### src/rtl/fetch_buffer_if.sv
// Handshake bundle between the PC generator, instruction memory and decode,
// as seen from the fetch buffer (master) and from its environment (slave).
interface fetch_buffer_if #(
    parameter int XLEN = 32
);
    logic [XLEN-1:0] i_pc;
    logic            i_pc_valid;
    logic            o_pc_ready;
    logic            o_imem_req;
    logic [XLEN-1:0] o_imem_addr;
    logic            i_imem_ack;
    logic [XLEN-1:0] i_imem_rdata;
    logic            i_flush;
    logic            o_inst_valid;
    logic [XLEN-1:0] o_inst;
    logic [XLEN-1:0] o_inst_pc;
    logic            i_inst_ready;

    modport master (
        input  i_pc, i_pc_valid, i_imem_ack, i_imem_rdata, i_flush, i_inst_ready,
        output o_pc_ready, o_imem_req, o_imem_addr, o_inst_valid, o_inst, o_inst_pc
    );

    modport slave (
        output i_pc, i_pc_valid, i_imem_ack, i_imem_rdata, i_flush, i_inst_ready,
        input  o_pc_ready, o_imem_req, o_imem_addr, o_inst_valid, o_inst, o_inst_pc
    );
endinterface

### src/rtl/fetch_buffer.sv
// Instruction fetch buffer: one outstanding imem read per accepted PC, returned
// words queued with their PC in a DEPTH-entry FIFO; flush discards everything.
module fetch_buffer #(
    parameter int DEPTH = 4,
    parameter int XLEN  = 32
) (
    input  logic              clk,
    input  logic              reset,
    fetch_buffer_if.master    bus
);
    localparam int PW = $clog2(DEPTH);
    localparam int CW = PW + 1;

    typedef enum logic [1:0] {
        S_IDLE = 2'd0,
        S_WAIT = 2'd1,
        S_DROP = 2'd2
    } state_e;

    state_e          state_q;
    logic            imem_req_q;
    logic [XLEN-1:0] imem_addr_q;
    logic [CW-1:0]   count_q;
    logic [CW-1:0]   count_d;
    logic [PW-1:0]   rd_ptr_q;
    logic [PW-1:0]   wr_ptr_q;
    logic [XLEN-1:0] pc_mem   [DEPTH];
    logic [XLEN-1:0] inst_mem [DEPTH];

    logic not_full_s;
    logic pc_ready_s;
    logic inst_valid_s;
    logic push_s;
    logic pop_s;

    // Flush overrides accept and pop within the cycle it is raised.
    assign not_full_s   = (count_q < CW'(DEPTH));
    assign pc_ready_s   = !reset && (state_q == S_IDLE) && bus.i_pc_valid
                          && not_full_s && !bus.i_flush;
    assign inst_valid_s = (count_q != '0) && !bus.i_flush;
    assign push_s       = (state_q == S_WAIT) && bus.i_imem_ack && !bus.i_flush;
    assign pop_s        = inst_valid_s && bus.i_inst_ready;

    assign bus.o_pc_ready   = pc_ready_s;
    assign bus.o_imem_req   = imem_req_q;
    assign bus.o_imem_addr  = imem_addr_q;
    assign bus.o_inst_valid = inst_valid_s;
    assign bus.o_inst       = inst_mem[rd_ptr_q];
    assign bus.o_inst_pc    = pc_mem[rd_ptr_q];

    // FIFO occupancy next state
    always_comb begin
        count_d = count_q;
        case ({push_s, pop_s})
            2'b10:   count_d = count_q + CW'(1);
            2'b01:   count_d = count_q - CW'(1);
            default: count_d = count_q;
        endcase
    end

    // Request FSM; DROP keeps the request up so memory sees a clean completion.
    always_ff @(posedge clk) begin
        if (reset) begin
            state_q     <= S_IDLE;
            imem_req_q  <= 1'b0;
            imem_addr_q <= '0;
        end else begin
            case (state_q)
                S_IDLE: begin
                    if (pc_ready_s) begin
                        imem_addr_q <= bus.i_pc;
                        imem_req_q  <= 1'b1;
                        state_q     <= S_WAIT;
                    end
                end
                S_WAIT: begin
                    if (bus.i_imem_ack) begin
                        imem_req_q <= 1'b0;
                        state_q    <= S_IDLE;
                    end else if (bus.i_flush) begin
                        state_q <= S_DROP;
                    end
                end
                S_DROP: begin
                    if (bus.i_imem_ack) begin
                        imem_req_q <= 1'b0;
                        state_q    <= S_IDLE;
                    end
                end
                default: begin
                    imem_req_q <= 1'b0;
                    state_q    <= S_IDLE;
                end
            endcase
        end
    end

    // FIFO pointers and count
    always_ff @(posedge clk) begin
        if (reset || bus.i_flush) begin
            count_q  <= '0;
            rd_ptr_q <= '0;
            wr_ptr_q <= '0;
        end else begin
            if (push_s) begin
                wr_ptr_q <= wr_ptr_q + PW'(1);
            end
            if (pop_s) begin
                rd_ptr_q <= rd_ptr_q + PW'(1);
            end
            count_q <= count_d;
        end
    end

    // FIFO storage; contents are only meaningful below count_q
    always_ff @(posedge clk) begin
        if (push_s) begin
            pc_mem[wr_ptr_q]   <= imem_addr_q;
            inst_mem[wr_ptr_q] <= bus.i_imem_rdata;
        end
    end
endmodule

### src/flat_wrapper.sv
// flat-port wrapper written by rule: the top's interface ports become plain ports
module fetch_buffer_flat 
#(
    parameter int DEPTH = 4,
    parameter int XLEN  = 32
)
  (clk, reset, bus_i_pc, bus_i_pc_valid, bus_i_imem_ack, bus_i_imem_rdata, bus_i_flush, bus_i_inst_ready, bus_o_pc_ready, bus_o_imem_req, bus_o_imem_addr, bus_o_inst_valid, bus_o_inst, bus_o_inst_pc);
  fetch_buffer_if #(.XLEN(XLEN)) bus_i ();
  input  logic clk;
  input  logic reset;
  input wire logic [$bits(bus_i.i_pc)-1:0] bus_i_pc;
  input wire logic [$bits(bus_i.i_pc_valid)-1:0] bus_i_pc_valid;
  input wire logic [$bits(bus_i.i_imem_ack)-1:0] bus_i_imem_ack;
  input wire logic [$bits(bus_i.i_imem_rdata)-1:0] bus_i_imem_rdata;
  input wire logic [$bits(bus_i.i_flush)-1:0] bus_i_flush;
  input wire logic [$bits(bus_i.i_inst_ready)-1:0] bus_i_inst_ready;
  output wire logic [$bits(bus_i.o_pc_ready)-1:0] bus_o_pc_ready;
  output wire logic [$bits(bus_i.o_imem_req)-1:0] bus_o_imem_req;
  output wire logic [$bits(bus_i.o_imem_addr)-1:0] bus_o_imem_addr;
  output wire logic [$bits(bus_i.o_inst_valid)-1:0] bus_o_inst_valid;
  output wire logic [$bits(bus_i.o_inst)-1:0] bus_o_inst;
  output wire logic [$bits(bus_i.o_inst_pc)-1:0] bus_o_inst_pc;
  assign bus_i.i_pc = bus_i_pc;
  assign bus_i.i_pc_valid = bus_i_pc_valid;
  assign bus_i.i_imem_ack = bus_i_imem_ack;
  assign bus_i.i_imem_rdata = bus_i_imem_rdata;
  assign bus_i.i_flush = bus_i_flush;
  assign bus_i.i_inst_ready = bus_i_inst_ready;
  assign bus_o_pc_ready = bus_i.o_pc_ready;
  assign bus_o_imem_req = bus_i.o_imem_req;
  assign bus_o_imem_addr = bus_i.o_imem_addr;
  assign bus_o_inst_valid = bus_i.o_inst_valid;
  assign bus_o_inst = bus_i.o_inst;
  assign bus_o_inst_pc = bus_i.o_inst_pc;
  fetch_buffer #(.DEPTH(DEPTH), .XLEN(XLEN)) u_core (.clk(clk), .reset(reset), .bus(bus_i));
endmodule
### config.mk
export PLATFORM = sky130hd
export DESIGN_NAME = fetch_buffer_flat
export DESIGN_NICKNAME = d
export VERILOG_FILES = /design/src/rtl/fetch_buffer_if.sv /design/src/rtl/fetch_buffer.sv /design/src/flat_wrapper.sv
export SDC_FILE = /design/constraint.sdc
export NUM_CORES = 1
export LEC_CHECK = 0
export BUFFER_PORTS_ARGS = -buffer_cell sky130_fd_sc_hd__buf_2
export CAP_MARGIN = 20
export CORE_UTILIZATION = 25
export DETAILED_ROUTE_END_ITERATION = 12
export GPL_TIMING_DRIVEN = 0
export PLACE_DENSITY_LB_ADDON = 0.1
export SYNTH_ARGS = -nofsm -noshare
export SYNTH_HDL_FRONTEND = slang
export SYNTH_SLANG_ARGS = --single-unit
### constraint.sdc
create_clock -name clk -period 3.15 [get_ports clk]
set_input_delay 0.4725 -clock clk [delete_from_list [all_inputs] [get_ports clk]]
set_output_delay 0.4725 -clock clk [all_outputs]
set_load 0.01 [all_outputs]
==> results of run 1 <==
[critical path, delay by kind of cell (launching register included)]
kind	cells	cell delay, ns
muxes	1	0.45
DFF	1	0.30
buffers and inverters	3	1.21
[metal layers]
| metal | vias up | track usage, % | wire [microns] | share of wire [%] |
|---|---|---|---|---|
| met1 | 2936 | 14.4 | 11200 | 42 |
| met2 | 131 | 20.2 | 13100 | 50 |
| met4 | 0 | 4.90 | 678 | 2.6 |
| met5 | - | 0 | 0 | 0 |
| li1 | 2593 | - | - | - |
| met3 | 43 | 2.91 | 1270 | 4.8 |
[state kept, by name (all words and copies together), names as in the netlist, named ones only]
register,flops
u_core.bus.o_imem_req,1
u_core.wr_ptr_q,2
u_core.rd_ptr_q,2
u_core.state_q,2
u_core.pc_mem,128
u_core.bus.o_imem_addr,32
u_core.inst_mem,128
u_core.count_q,3
[power by group]
part,internal [uW],switching (uW),total [uW]
Clock,2560,1560,4120
Sequential,4430,53.7,4480
Combinational,223,327,550
[per-stage QoR]
stage,util (%),instances,TNS [ns]
4_1_cts,32.1,1369,0
5_1_grt,32.1,1369,0
2_1_floorplan,-,549,0
6_report,32.1,1370,0
3_5_place_dp,29.3,1306,0
3_3_place_gp,29.1,1302,-369.39
[final cells by class]
cell class | instances | area, sq um | share of cell area (%)
clock inverter | 9 | 128 | 0.920
sequential | 300 | 8570 | 61.7
inverter | 12 | 46.3 | 0.334
tap | 585 | 732 | 5.27
buffer | 24 | 139 | 1.00
multi-input combinational | 213 | 2260 | 16.3
clock buffer | 54 | 1050 | 7.58
timing repair buffer | 172 | 951 | 6.85
antenna | 1 | 2.50 | 0.0180
[placed cells by master (no fill, tap or decap), types with 2 or more instances in the layout]
cell        count
xor2_1          2
buf_4           6
dfxtp_1        44
o31ai_1         2
o2111ai_1       2
buf_6           3
nand2b_1        2
buf_16          4
nand2_1        67
buf_1           7
xnor2_1         3
mux4_2         64
o21ai_0         2
and2_4          4
edfxtp_1      256
inv_1          11
clkinv_2        3
buf_2         170
clkbuf_1       18
bufinv_16       3
nor2_1         10
clkbuf_16      39
ha_1            9
clkinvlp_4      2
clkbuf_8        2
a21oi_1        37
[path summary, 6_finish.rpt]
path / startpoint / end / slack [ns] / depth (start not counted)
setup / recovery: flip-flop / bus_o_inst_pc[13] / 0.19 / 4
hold / removal: bus_i_imem_rdata[17] / u_core.inst_mem[3][17]$_DFFE_PP_ / 0.16 / 1
setup reg to reg: u_core.state_q[1]$_SDFFE_PP0P_ / u_core.count_q[2]$_SDFFE_PP0P_ / 0.71 / 11
hold reg to reg: u_core.bus.o_imem_addr[5]$_SDFFE_PP0P_ / u_core.bus.o_imem_addr[5]$_SDFFE_PP0P_ / 0.51 / 2
[cells by family after synthesis]
logic type      count (synthesis)
fa+ha+maj                      10
buf+inv                        36
flops                         300
xor+xnor                        5
simple gates                   89
mux                            64
compound gates                 45
==> results.rst, run 1 <==
.. list-table::
   :header-rows: 1

   * - Metric
     - Value
   * - Status
     - completed
   * - Number of H-tree branching levels
     - 2
   * - Die area
     - 44900 sq um
   * - Post-detailed-route count of antenna-violating nets
     - 0
   * - Maximum fanout count along the critical path
     - 10
   * - Dpl cell area
     - between 10000 and 15000 sq um
   * - Max Clock Freq
     - 0.338 GHz
   * - Leakage dissipation
     - 0.00468 uW
   * - Drt via density
     - about 4.2
   * - Worst slew slack as a fraction of its limit
     - 42.8%
   * - Horiz. Die Dim
     - around 210 microns
   * - Biggest cell delay along the critical path
     - about 0.7 ns
   * - Critical path start-end classification
     - reg -> out
   * - Clock tree from TritonCTS
     - done
   * - Core Rows
     - 76
   * - CP max stage cell
     - buf_1
   * - Flops & latches, synth
     - 300
   * - Number of violations of the max-capacitance limit
     - 0
   * - Cells taking the most area after synthesis
     - edfxtp_1 70%, mux4_2 13%, dfxtp_1 8.0%
   * - Wirelength per Cell
     - about 19 microns
   * - Hold Crit Class
     - in -> reg
   * - GRT Residual Overflow
     - 0
   * - Final count of pins violating max slew
     - 0
   * - Drt first pass iters
     - 4
   * - Setup repair after global routing missed its margin
     - no
   * - Top-level I/O count
     - 169
   * - Post-synthesis simple-gate area fraction
     - 3.53%
   * - Starting Density
     - 25.4%
   * - Crit path DAT
     - ~2.5 ns
   * - Design Area, Final
     - 13900 sq um
   * - Cell Chain, Critical Path
     - clkbuf_2 > buf_1 > mux4_2 > buf_2
   * - Fraction of post-synthesis cell area in the top cell type by area
     - 69.9%
   * - Critical Path Start Type
     - flip-flop
   * - Count leader, synth
     - edfxtp_1
   * - # nets final
     - 839
   * - EDFF count, synth
     - about 260
   * - Clock-pin slew reported for the worst setup and hold paths after clock tree synthesis
     - about 0.050 ns
   * - Filler cell count in the final layout
     - ~4.2k
   * - Clock sink count
     - 300
   * - Worst VDD drop
     - 0.235 mV
   * - Share of the clock period used by the worst path
     - 94.0%
   * - Number of endpoints failing setup at the final stage
     - 0
   * - Combinational family with the most area after synthesis
     - multiplexers
   * - Maximum number of pins on one net before global-route repair
     - 40
   * - Bufs on Longest Clock Path
     - 3
   * - I/O Buffers
     - 168
   * - Least-Margin Pin Slew
     - 0.858 ns
   * - Top cells by instance count after synthesis
     - 256 x edfxtp_1, 67 x nand2_1, 64 x mux4_2
   * - Number of hold-repair buffers added at the cts stage
     - 0
   * - Count of different cell masters after synthesis
     - 31
   * - Count of routing violations after the opening detailed-route iteration
     - between 200 and 300
   * - Source-to-sink clock delay at the later pin of the worst-skew pair
     - 0.52 ns
   * - Layout overhead on the synthesized area
     - 26.1%
   * - Gpl congestion
     - around 0.73
   * - Part of the Yosys area used for sequential elements
     - about 80%
   * - Adder and majority gate portion of the synthesized area
     - 1.21%
   * - Synthesized instance count
     - 549
   * - Synthesized net count
     - between 600 and 700
   * - Cell Pwr Density
     - 659 nW/um^2
   * - All-Layer GR Usage
     - roughly an eighth
   * - Period minus WS final
     - 2.96 ns
   * - Total number of vias
     - 5703
   * - Core region area
     - 43300 sq um
   * - Die Y-Extent
     - 212 microns
   * - Post-route worst setup slack
     - 0.190 ns
   * - Number of buffers created by CTS
     - 36
   * - Fraction of synthesis flops using an asynchronous set or reset pin
     - 0%
   * - Setup Buffers After CTS
     - 0
   * - Prevailing post-synth register cell
     - edfxtp_1
   * - Wire length of the first global-routing pass
     - 38.5 mm
   * - Initial antenna violation count
     - 0
   * - Mapped Avg Cell Area
     - 20.0 sq um
   * - Xor-xnor portion of the synthesized cell area
     - 0.398%
   * - HPWL Detailed
     - 16.5 mm
   * - Required time at the worst-slack endpoint
     - 2.68 ns
   * - Count of final hold-check violations
     - 0
   * - Hold slack
     - 0.165 ns
   * - DRC violation count after routing
     - 0
   * - Ys Warns
     - 0
   * - Synthesized area
     - 11000 sq um
   * - Layout cell share with drive strength beyond 1
     - roughly 39%
   * - Crit path capture type
     - output port
   * - Post_cts resized
     - 0
   * - Total power consumption of the routed design
     - 9150 uW
   * - Cell at the root of the clock tree
     - clkbuf_16
   * - Compound-cell area share of the yosys netlist
     - around 2.2%
   * - Via count of the first global-routing pass
     - 6260
   * - Place WS
     - 0.630 ns
   * - Worst-case clock skew
     - 0.0137 ns
   * - Overall routed net length
     - 26.3 mm
   * - Largest area contributor in the netlist
     - edfxtp_1
   * - Multiplexer share of the synthesized area
     - 13.1%
(Power assumes the default switching activity.)
==> inputs of run 2 (changes only) <==
--- a/config.mk
+++ b/config.mk
@@ -5,12 +5,15 @@
 export SDC_FILE = /design/constraint.sdc
 export NUM_CORES = 1
 export LEC_CHECK = 0
+export ABC_AREA = 1
 export BUFFER_PORTS_ARGS = -buffer_cell sky130_fd_sc_hd__buf_2
 export CAP_MARGIN = 20
 export CORE_UTILIZATION = 25
 export DETAILED_ROUTE_END_ITERATION = 12
 export GPL_TIMING_DRIVEN = 0
 export PLACE_DENSITY_LB_ADDON = 0.1
+export SLEW_MARGIN = 25
 export SYNTH_ARGS = -nofsm -noshare
 export SYNTH_HDL_FRONTEND = slang
 export SYNTH_SLANG_ARGS = --single-unit
+export TNS_END_PERCENT = 100
==> run 2 against run 1 <==
  * Clock skew is essentially flat
  * First-iteration DRC count is 96% higher
  * Die area grew 2.9%
  * Total power increased by 3.8%
  * Final area up 4.6%
  * Via count up 27%
  * Non-clock buffer count grew 36
  * Worst hold slack got worse by 0.0021 ns
  * Critical path depth up 1
  * Critical path type unchanged
  * Highest routed layer unchanged
==> results.rst, run 2 <==
.. list-table::
   :header-rows: 1

   * - Metric
     - Value
   * - Number of H-tree branching levels
     - 2
   * - Worst slew slack as a fraction of its limit
     - 58.6%
   * - Final count of pins violating max slew
     - 0
   * - Worst VDD drop
     - ~0.27 mV
   * - Switching Share
     - 22.1%
   * - Part of the total power dissipated in the clock network
     - roughly 45%
   * - Fraction of post-synthesis cell area in the top cell type by area
     - 67.9%
   * - Drt first pass iters
     - 6
   * - Mapped Avg Cell Area
     - 13.3 sq um
   * - CP max stage cell
     - clkbuf_1
   * - Source-to-sink clock delay at the later pin of the worst-skew pair
     - roughly 0.53 ns
   * - Via count of the first global-routing pass
     - 7342
   * - Register-to-register setup slack
     - 0.68 ns
   * - Most frequent cells in the layout
     - 256 x edfxtp_1, 194 x nor2_1, 170 x buf_2
   * - Bufs and invs on worst path
     - 3
   * - Gpl congestion
     - 0.676
   * - Cell at the root of the clock tree
     - clkbuf_16
   * - Commonest non-fill, non-tap cell in the layout
     - edfxtp_1
   * - Maximum fanout count along the critical path
     - 10
   * - Cells taking the most area after synthesis
     - edfxtp_1 68%, dfxtp_1 7.8%, nor2_1 6.6%
   * - Least-Margin Pin Slew
     - ~0.62 ns
   * - Total number of vias
     - slightly above 7k
   * - Wirelength per Cell
     - 18.9 microns
   * - Synthesized instance count
     - 854
   * - Part of the Yosys area used for sequential elements
     - 75.6%
   * - All-Layer GR Usage
     - 13.9%
   * - Hold slack
     - roughly 0.16 ns
   * - Count of routing violations after the opening detailed-route iteration
     - 526
   * - Crit path DAT
     - 2.30 ns
   * - Antenna diodes
     - 0
   * - Core region area
     - 44400 sq um
   * - I/O Buffers
     - 168
   * - End point of the most critical hold path
     - u_core.inst_mem[2][18]$_DFFE_PP_
   * - Top-level I/O count
     - roughly 170
   * - Layout overhead on the synthesized area
     - 28.1%
   * - Top cells by instance count after synthesis
     - 256 x edfxtp_1, 198 x nor2_1, 111 x o21ai_0
   * - Cell Pwr Density
     - 655 nW/um^2
   * - Number of non-filler instances in the completed layout
     - 1692
   * - Count of different cell masters after synthesis
     - 24
   * - Synthesized net count
     - 934
   * - Worst-case clock skew
     - roughly 0.013 ns
   * - Overall routed net length
     - approximately 32 mm
   * - Internal power contribution
     - 7410 uW
   * - Number of buffers created by CTS
     - 36
   * - Hold Crit Class
     - in -> reg
   * - Number of hold-repair buffers added at the cts stage
     - 0
   * - Cell Chain, Critical Path
     - inv_1 > clkbuf_1 > o21ai_1 > o22ai_1 > buf_2
   * - Largest area contributor in the netlist
     - edfxtp_1
   * - Critical path start-end classification
     - reg -> out
   * - Design Area, Final
     - ~15000 sq um
   * - Net switching power
     - 2100 uW
   * - Clock tree from TritonCTS
     - done
   * - Ys Warns
     - 0
   * - Starting Density
     - 25.5%
   * - Number of endpoints failing setup at the final stage
     - 0
   * - Hold path startpoint
     - bus_i_imem_rdata[18]
   * - Layout cell share with drive strength beyond 1
     - about 24%
   * - Count leader, synth
     - edfxtp_1
   * - Leakage dissipation
     - 0.00524 uW
   * - Wire length of the first global-routing pass
     - 47.5 mm
   * - Required time at the worst-slack endpoint
     - 2.68 ns
   * - Post_cts resized
     - 0
   * - Crit-path leading delay family
     - buffers and inverters
   * - Drt via density
     - 4.27
   * - Number of violations of the max-capacitance limit
     - 0
   * - Period minus WS final
     - 2.77 ns
   * - Clock sink count
     - 300
   * - Initial antenna violation count
     - 0
   * - Setup Buffers After CTS
     - 0
   * - Horiz. Die Dim
     - 215 microns
   * - Maximum number of pins on one net before global-route repair
     - 20
   * - Status
     - completed
   * - Dpl cell area
     - 13300 sq um
   * - HPWL Detailed
     - 20.7 mm
   * - Setup repair after global routing missed its margin
     - no
   * - Prevailing post-synth register cell
     - edfxtp_1
   * - Share of total power in sequential cells
     - 48.3%
   * - Count of final hold-check violations
     - 0
   * - EDFF count, synth
     - 256
   * - Die area
     - between 40000 and 50000 sq um
   * - Critical Path Start Type
     - flip-flop
   * - Flops & latches, synth
     - 300
   * - Bufs on Longest Clock Path
     - 3
   * - Max Clock Freq
     - 0.361 GHz
   * - Share of the clock period used by the worst path
     - 88.0%
   * - Placed Instances
     - 1628
   * - GRT Residual Overflow
     - 0
   * - Post-detailed-route count of antenna-violating nets
     - 0
   * - Die Y-Extent
     - between 200 and 250 microns
   * - Fraction of synthesis flops using an asynchronous set or reset pin
     - 0%
   * - Synthesized area
     - about 11000 sq um
   * - # nets final
     - 1154
   * - Comb power frac
     - under 10%
   * - Core Rows
     - 77
   * - DRC violation count after routing
     - 0
   * - Clock-pin slew reported for the worst setup and hold paths after clock tree synthesis
     - 0.06 ns
   * - Biggest cell delay along the critical path
     - between 0.4 and 0.5 ns
   * - Worst reg2reg startpoint
     - u_core.state_q[1]$_SDFFE_PP0P_
   * - Crit path capture type
     - output port
   * - Number of cells on the worst reg-to-reg path
     - 6
   * - Min-Delay Path Depth
     - 1
   * - R2r endpoint
     - u_core.inst_mem[2][2]$_DFFE_PP_
-- run 2: worst max-delay path by stage --
stage                     slack [ns]                            from  cells past startpoint                               to
final                           0.38                       flip-flop                      5                    bus_o_inst[1]
after global routing             0.1                       flip-flop                      5                    bus_o_inst[1]
after CTS                       0.23                       flip-flop                      5                    bus_o_inst[1]
after detailed placement        0.52                     bus_i_flush                      6  u_core.inst_mem[2][2]$_DFFE_PP_
after global placement         -4.04                     bus_i_flush                      4  u_core.inst_mem[0][6]$_DFFE_PP_
after floorplan                -0.82  u_core.state_q[1]$_SDFFE_PP0P_                      4  u_core.inst_mem[0][0]$_DFFE_PP_
-- run 2: cells by family after synthesis --
| kind of cell | after synthesis | synth area share, % |
|---|---|---|
| compound gates | 243 | 11.5 |
| simple gates | 222 | 7.68 |
| xor+xnor | 1 | 0.0773 |
| fa+ha+maj | 10 | 1.17 |
| flops | 300 | 75.6 |
| buf+inv | 78 | 4.00 |
-- run 2: layer usage --
metal	vias up	global-route usage [%]	wire (microns)
li1	3565	-	-
met1	3478	18.4	14900
met2	147	22.6	15100
met3	40	2.66	1320
met4	0	4.55	612
met5	-	0	0
-- run 2: power groups by stage --
| stage | Sequential (uW) | Clock [uW] | Combinational, uW |
|---|---|---|---|
| 2_1_floorplan | 4670 | 0 | 334 |
| 6_report | 4590 | 4240 | 675 |
| 3_5_place_dp | 4670 | 0 | 692 |
| 5_1_grt | 4610 | 4530 | 753 |
| 4_1_cts | 4590 | 4390 | 694 |
| 3_3_place_gp | 4690 | 0 | 653 |
-- run 2: layout make-up --
class / instances / area (sq um)
Buffer: 50 / 343
Clock buffer: 52 / 1020
Clock inverter: 12 / 184
Fill cell: 4425 / 29900
Inverter: 28 / 110
Multi-Input combinational cell: 476 / 2340
Sequential cell: 300 / 8570
Tap cell: 592 / 741
Timing Repair Buffer: 182 / 1200
-- run 2: through the flow --
stage / utilization, % / total power, uW / worst slack [ns] / setup TNS, ns
2_1_floorplan: - / 5000 / -0.824 / -210.94
3_3_place_gp: 29.1 / 5340 / -4.04 / -992.53
3_5_place_dp: 30.0 / 5370 / 0.518 / 0
4_1_cts: 32.7 / 9680 / 0.233 / 0
5_1_grt: 32.7 / 9890 / 0.0958 / 0
6_report: 32.7 / 9500 / 0.379 / 0
==> inputs of run 3 (changes only) <==
==> constraint.sdc (replaced) <==
create_clock -name clk -period 2.3 [get_ports clk]
set_input_delay 0.345 -clock clk [delete_from_list [all_inputs] [get_ports clk]]
set_output_delay 0.345 -clock clk [all_outputs]
set_load 0.01 [all_outputs]
==> run 3 against run 2 <==
  * Clock skew grew 0.0040 ns
  * Final area grew 12%
  * First-iteration DRC count decreased by 29%
  * Worst hold slack got worse by 0.13 ns
  * Count of clock-buffer cells in the layout increased by 4
  * Cell count rose by 2.6%
  * Total power grew 39%
  * Non-clock buffer count is 38 higher
  * Register-to-register slack lost 0.50 ns
  * Via count rose by 4.3%
  * Critical path type unchanged
  * Critical endpoint is now bus_o_inst_pc[0]
  * Largest cell class unchanged
==> results.rst, run 3 (synthesis gave the netlist of run 2 again) <==
.. list-table::
   :header-rows: 1

   * - Metric
     - Value
   * - Via count of the first global-routing pass
     - 7541
   * - Core region area
     - around 44000 sq um
   * - Accumulated negative setup slack
     - 0 ns
   * - Min-Delay Path Depth
     - 1
   * - Clock-pin slew reported for the worst setup and hold paths after clock tree synthesis
     - around 0.050 ns
   * - Period minus WS final
     - 2.28 ns
   * - Die area
     - 46200 sq um
   * - Status
     - completed
   * - End point of the most critical hold path
     - u_core.inst_mem[0][12]$_DFFE_PP_
   * - All-Layer GR Usage
     - 14.6%
   * - GRT Residual Overflow
     - 0
   * - Filler cell count in the final layout
     - 4316
   * - Drt first pass iters
     - 4
   * - R2r endpoint
     - u_core.count_q[2]$_SDFFE_PP0P_
   * - Number of endpoints failing setup at the final stage
     - 0
   * - Worst slew slack as a fraction of its limit
     - a little over half
   * - Clock sink count
     - 300
   * - Number of violations of the max-capacitance limit
     - 0
   * - Setup repair after global routing missed its margin
     - yes
   * - Cell Pwr Density
     - just over 800 nW/um^2
   * - Commonest non-fill, non-tap cell in the layout
     - edfxtp_1
   * - Initial antenna violation count
     - 3
   * - Most frequent cells in the layout
     - 256 x edfxtp_1, 162 x nor2_1, 161 x buf_2
   * - Source-to-sink clock delay at the later pin of the worst-skew pair
     - 0.55 ns
   * - Critical path start-end classification
     - reg -> out
   * - Register-to-register setup slack
     - 0.18 ns
   * - Overall routed net length
     - 33.8 mm
   * - Least-Margin Pin Slew
     - 0.704 ns
   * - Cell at the root of the clock tree
     - clkbuf_16
   * - Hold path startpoint
     - bus_i_imem_rdata[12]
   * - Total number of vias
     - 7540
   * - Critical Path Start Type
     - flip-flop
   * - Share of the clock period used by the worst path
     - 99.0%
   * - DRC violation count after routing
     - 0
   * - Clock tree from TritonCTS
     - done
   * - Horiz. Die Dim
     - ~210 microns
   * - Required time at the worst-slack endpoint
     - 1.96 ns
   * - Worst VDD drop
     - 0.411 mV
   * - Maximum number of pins on one net before global-route repair
     - 20
   * - Antenna diodes
     - 0
   * - Number of buffers created by CTS
     - 38
   * - Core Rows
     - 77
   * - Wire length of the first global-routing pass
     - 49.6 mm
   * - Post-detailed-route count of antenna-violating nets
     - 0
   * - Worst-case clock skew
     - 0.0172 ns
   * - Wirelength per Cell
     - 19.5 microns
   * - Bufs on Longest Clock Path
     - 3
   * - Crit path DAT
     - 1.93 ns
   * - Gpl congestion
     - roughly 0.7
   * - Count of routing violations after the opening detailed-route iteration
     - 371
   * - Top-level I/O count
     - 169
   * - Starting Density
     - 25.5%
   * - # nets final
     - 1194
   * - Drt via density
     - 4.34
   * - Max Clock Freq
     - 0.439 GHz
   * - Final count of pins violating max slew
     - 0
   * - Number of non-filler instances in the completed layout
     - 1736
   * - Number of cells on the worst reg-to-reg path
     - 10
   * - Count of final hold-check violations
     - 0
   * - Maximum fanout count along the critical path
     - 6
   * - Die Y-Extent
     - roughly 210 microns
   * - HPWL Detailed
     - around 21 mm
   * - Total power consumption of the routed design
     - 13200 uW
   * - Worst reg2reg startpoint
     - u_core.state_q[1]$_SDFFE_PP0P_
   * - Hold Crit Class
     - in -> reg
   * - I/O Buffers
     - 168
   * - Placed Instances
     - approximately 1.6k
   * - Crit path capture type
     - output port
   * - Layout overhead on the synthesized area
     - 43.5%
   * - Number of H-tree branching levels
     - 2
   * - Leakage dissipation
     - approximately 0.0059 uW
   * - Layout cell share with drive strength beyond 1
     - between 30% and 40%
[run 3: changes by cell type in the layout (fill, tap and decap cells not counted), moves of 13 or more]
cell and change:
buf_12 +24, o21ai_4 +17, o21ai_0 -34, o22ai_2 +44, o21ai_2 +36, nor2_2 +19, clkbuf_1 -18, o22ai_1 -45
o21ai_1 -19, nor2_1 -32, nor2_4 +13
[run 3: critical path: stages, from the launching register on]
cell and delay, ns:
dfxtp_2 0.34, buf_8 0.11, buf_12 0.13, clkinv_16 0.08, buf_16 0.16, buf_12 0.15, o21ai_4 0.14, o22ai_2 0.12
buf_2 0.16
[run 3: what timing repair did]
action	CTS	global route
pin swaps	37	31
endpoints found under the hold margin	33	0
setup buffers	28	2
endpoints found under the setup margin	232	111
resized for setup	187	139
hold buffers	9	0
gates cloned	14	0
[run 3: report_power, final]
group | leakage, uW | switching, uW | total [uW] | internal, uW
registers | 0.00269 | 138 | 6280 | 6140
logic | 0.00264 | 595 | 1020 | 425
clock network | 0.000611 | 2260 | 5940 | 3680
total | 0.00595 | 2990 | 13200 | 10300
[run 3: layout make-up]
type / count / area, sq um / area share, %
clock buffer: 56 / 1110 / 6.84
timing repair buffer: 226 / 1870 / 11.5
clock inverter: 14 / 141 / 0.870
tap: 592 / 741 / 4.56
inverter: 28 / 143 / 0.878
buffer: 44 / 564 / 3.47
multi-input combinational: 476 / 3110 / 19.1
sequential: 300 / 8570 / 52.7
[run 3: worst max-delay path by stage]
stage	end	slack, ns	from	cells after the start
after floorplan	u_core.inst_mem[0][0]$_DFFE_PP_	-0.67	u_core.state_q[1]$_SDFFE_PP0P_	4
after global placement	u_core.inst_mem[3][6]$_DFFE_PP_	-2.71	u_core.state_q[1]$_SDFFE_PP0P_	4
after detailed placement	u_core.pc_mem[0][18]$_DFFE_PP_	-0.46	u_core.state_q[1]$_SDFFE_PP0P_	7
after CTS	bus_o_inst_pc[7]	-0.1	flip-flop	9
after global routing	bus_o_inst_pc[0]	-0.06	flip-flop	8
final	bus_o_inst_pc[0]	0.02	flip-flop	8
[run 3: layer usage]
metal / GRT usage (%) / wire length [microns] / vias up
li1: - / - / 3646
met1: 19.6 / 15800 / 3670
met2: 23.4 / 15700 / 164
met3: 2.99 / 1550 / 54
met4: 4.79 / 673 / 6
met5: 0 / 34 / -
[run 3: metrics by stage]
step | cell area (sq um) | util [%] | hold WS (ns) | worst slack [ns]
floorplan | 11300 | - | 0.444 | -0.667
global placement | 12900 | 29.1 | 0.487 | -2.71
detailed placement | 13300 | 30.0 | 0.477 | -0.457
CTS | 16000 | 36.0 | 0.000784 | -0.0964
global route | 16300 | 36.6 | 0.0218 | -0.0594
finish | 16300 | 36.6 | 0.0333 | 0.0235
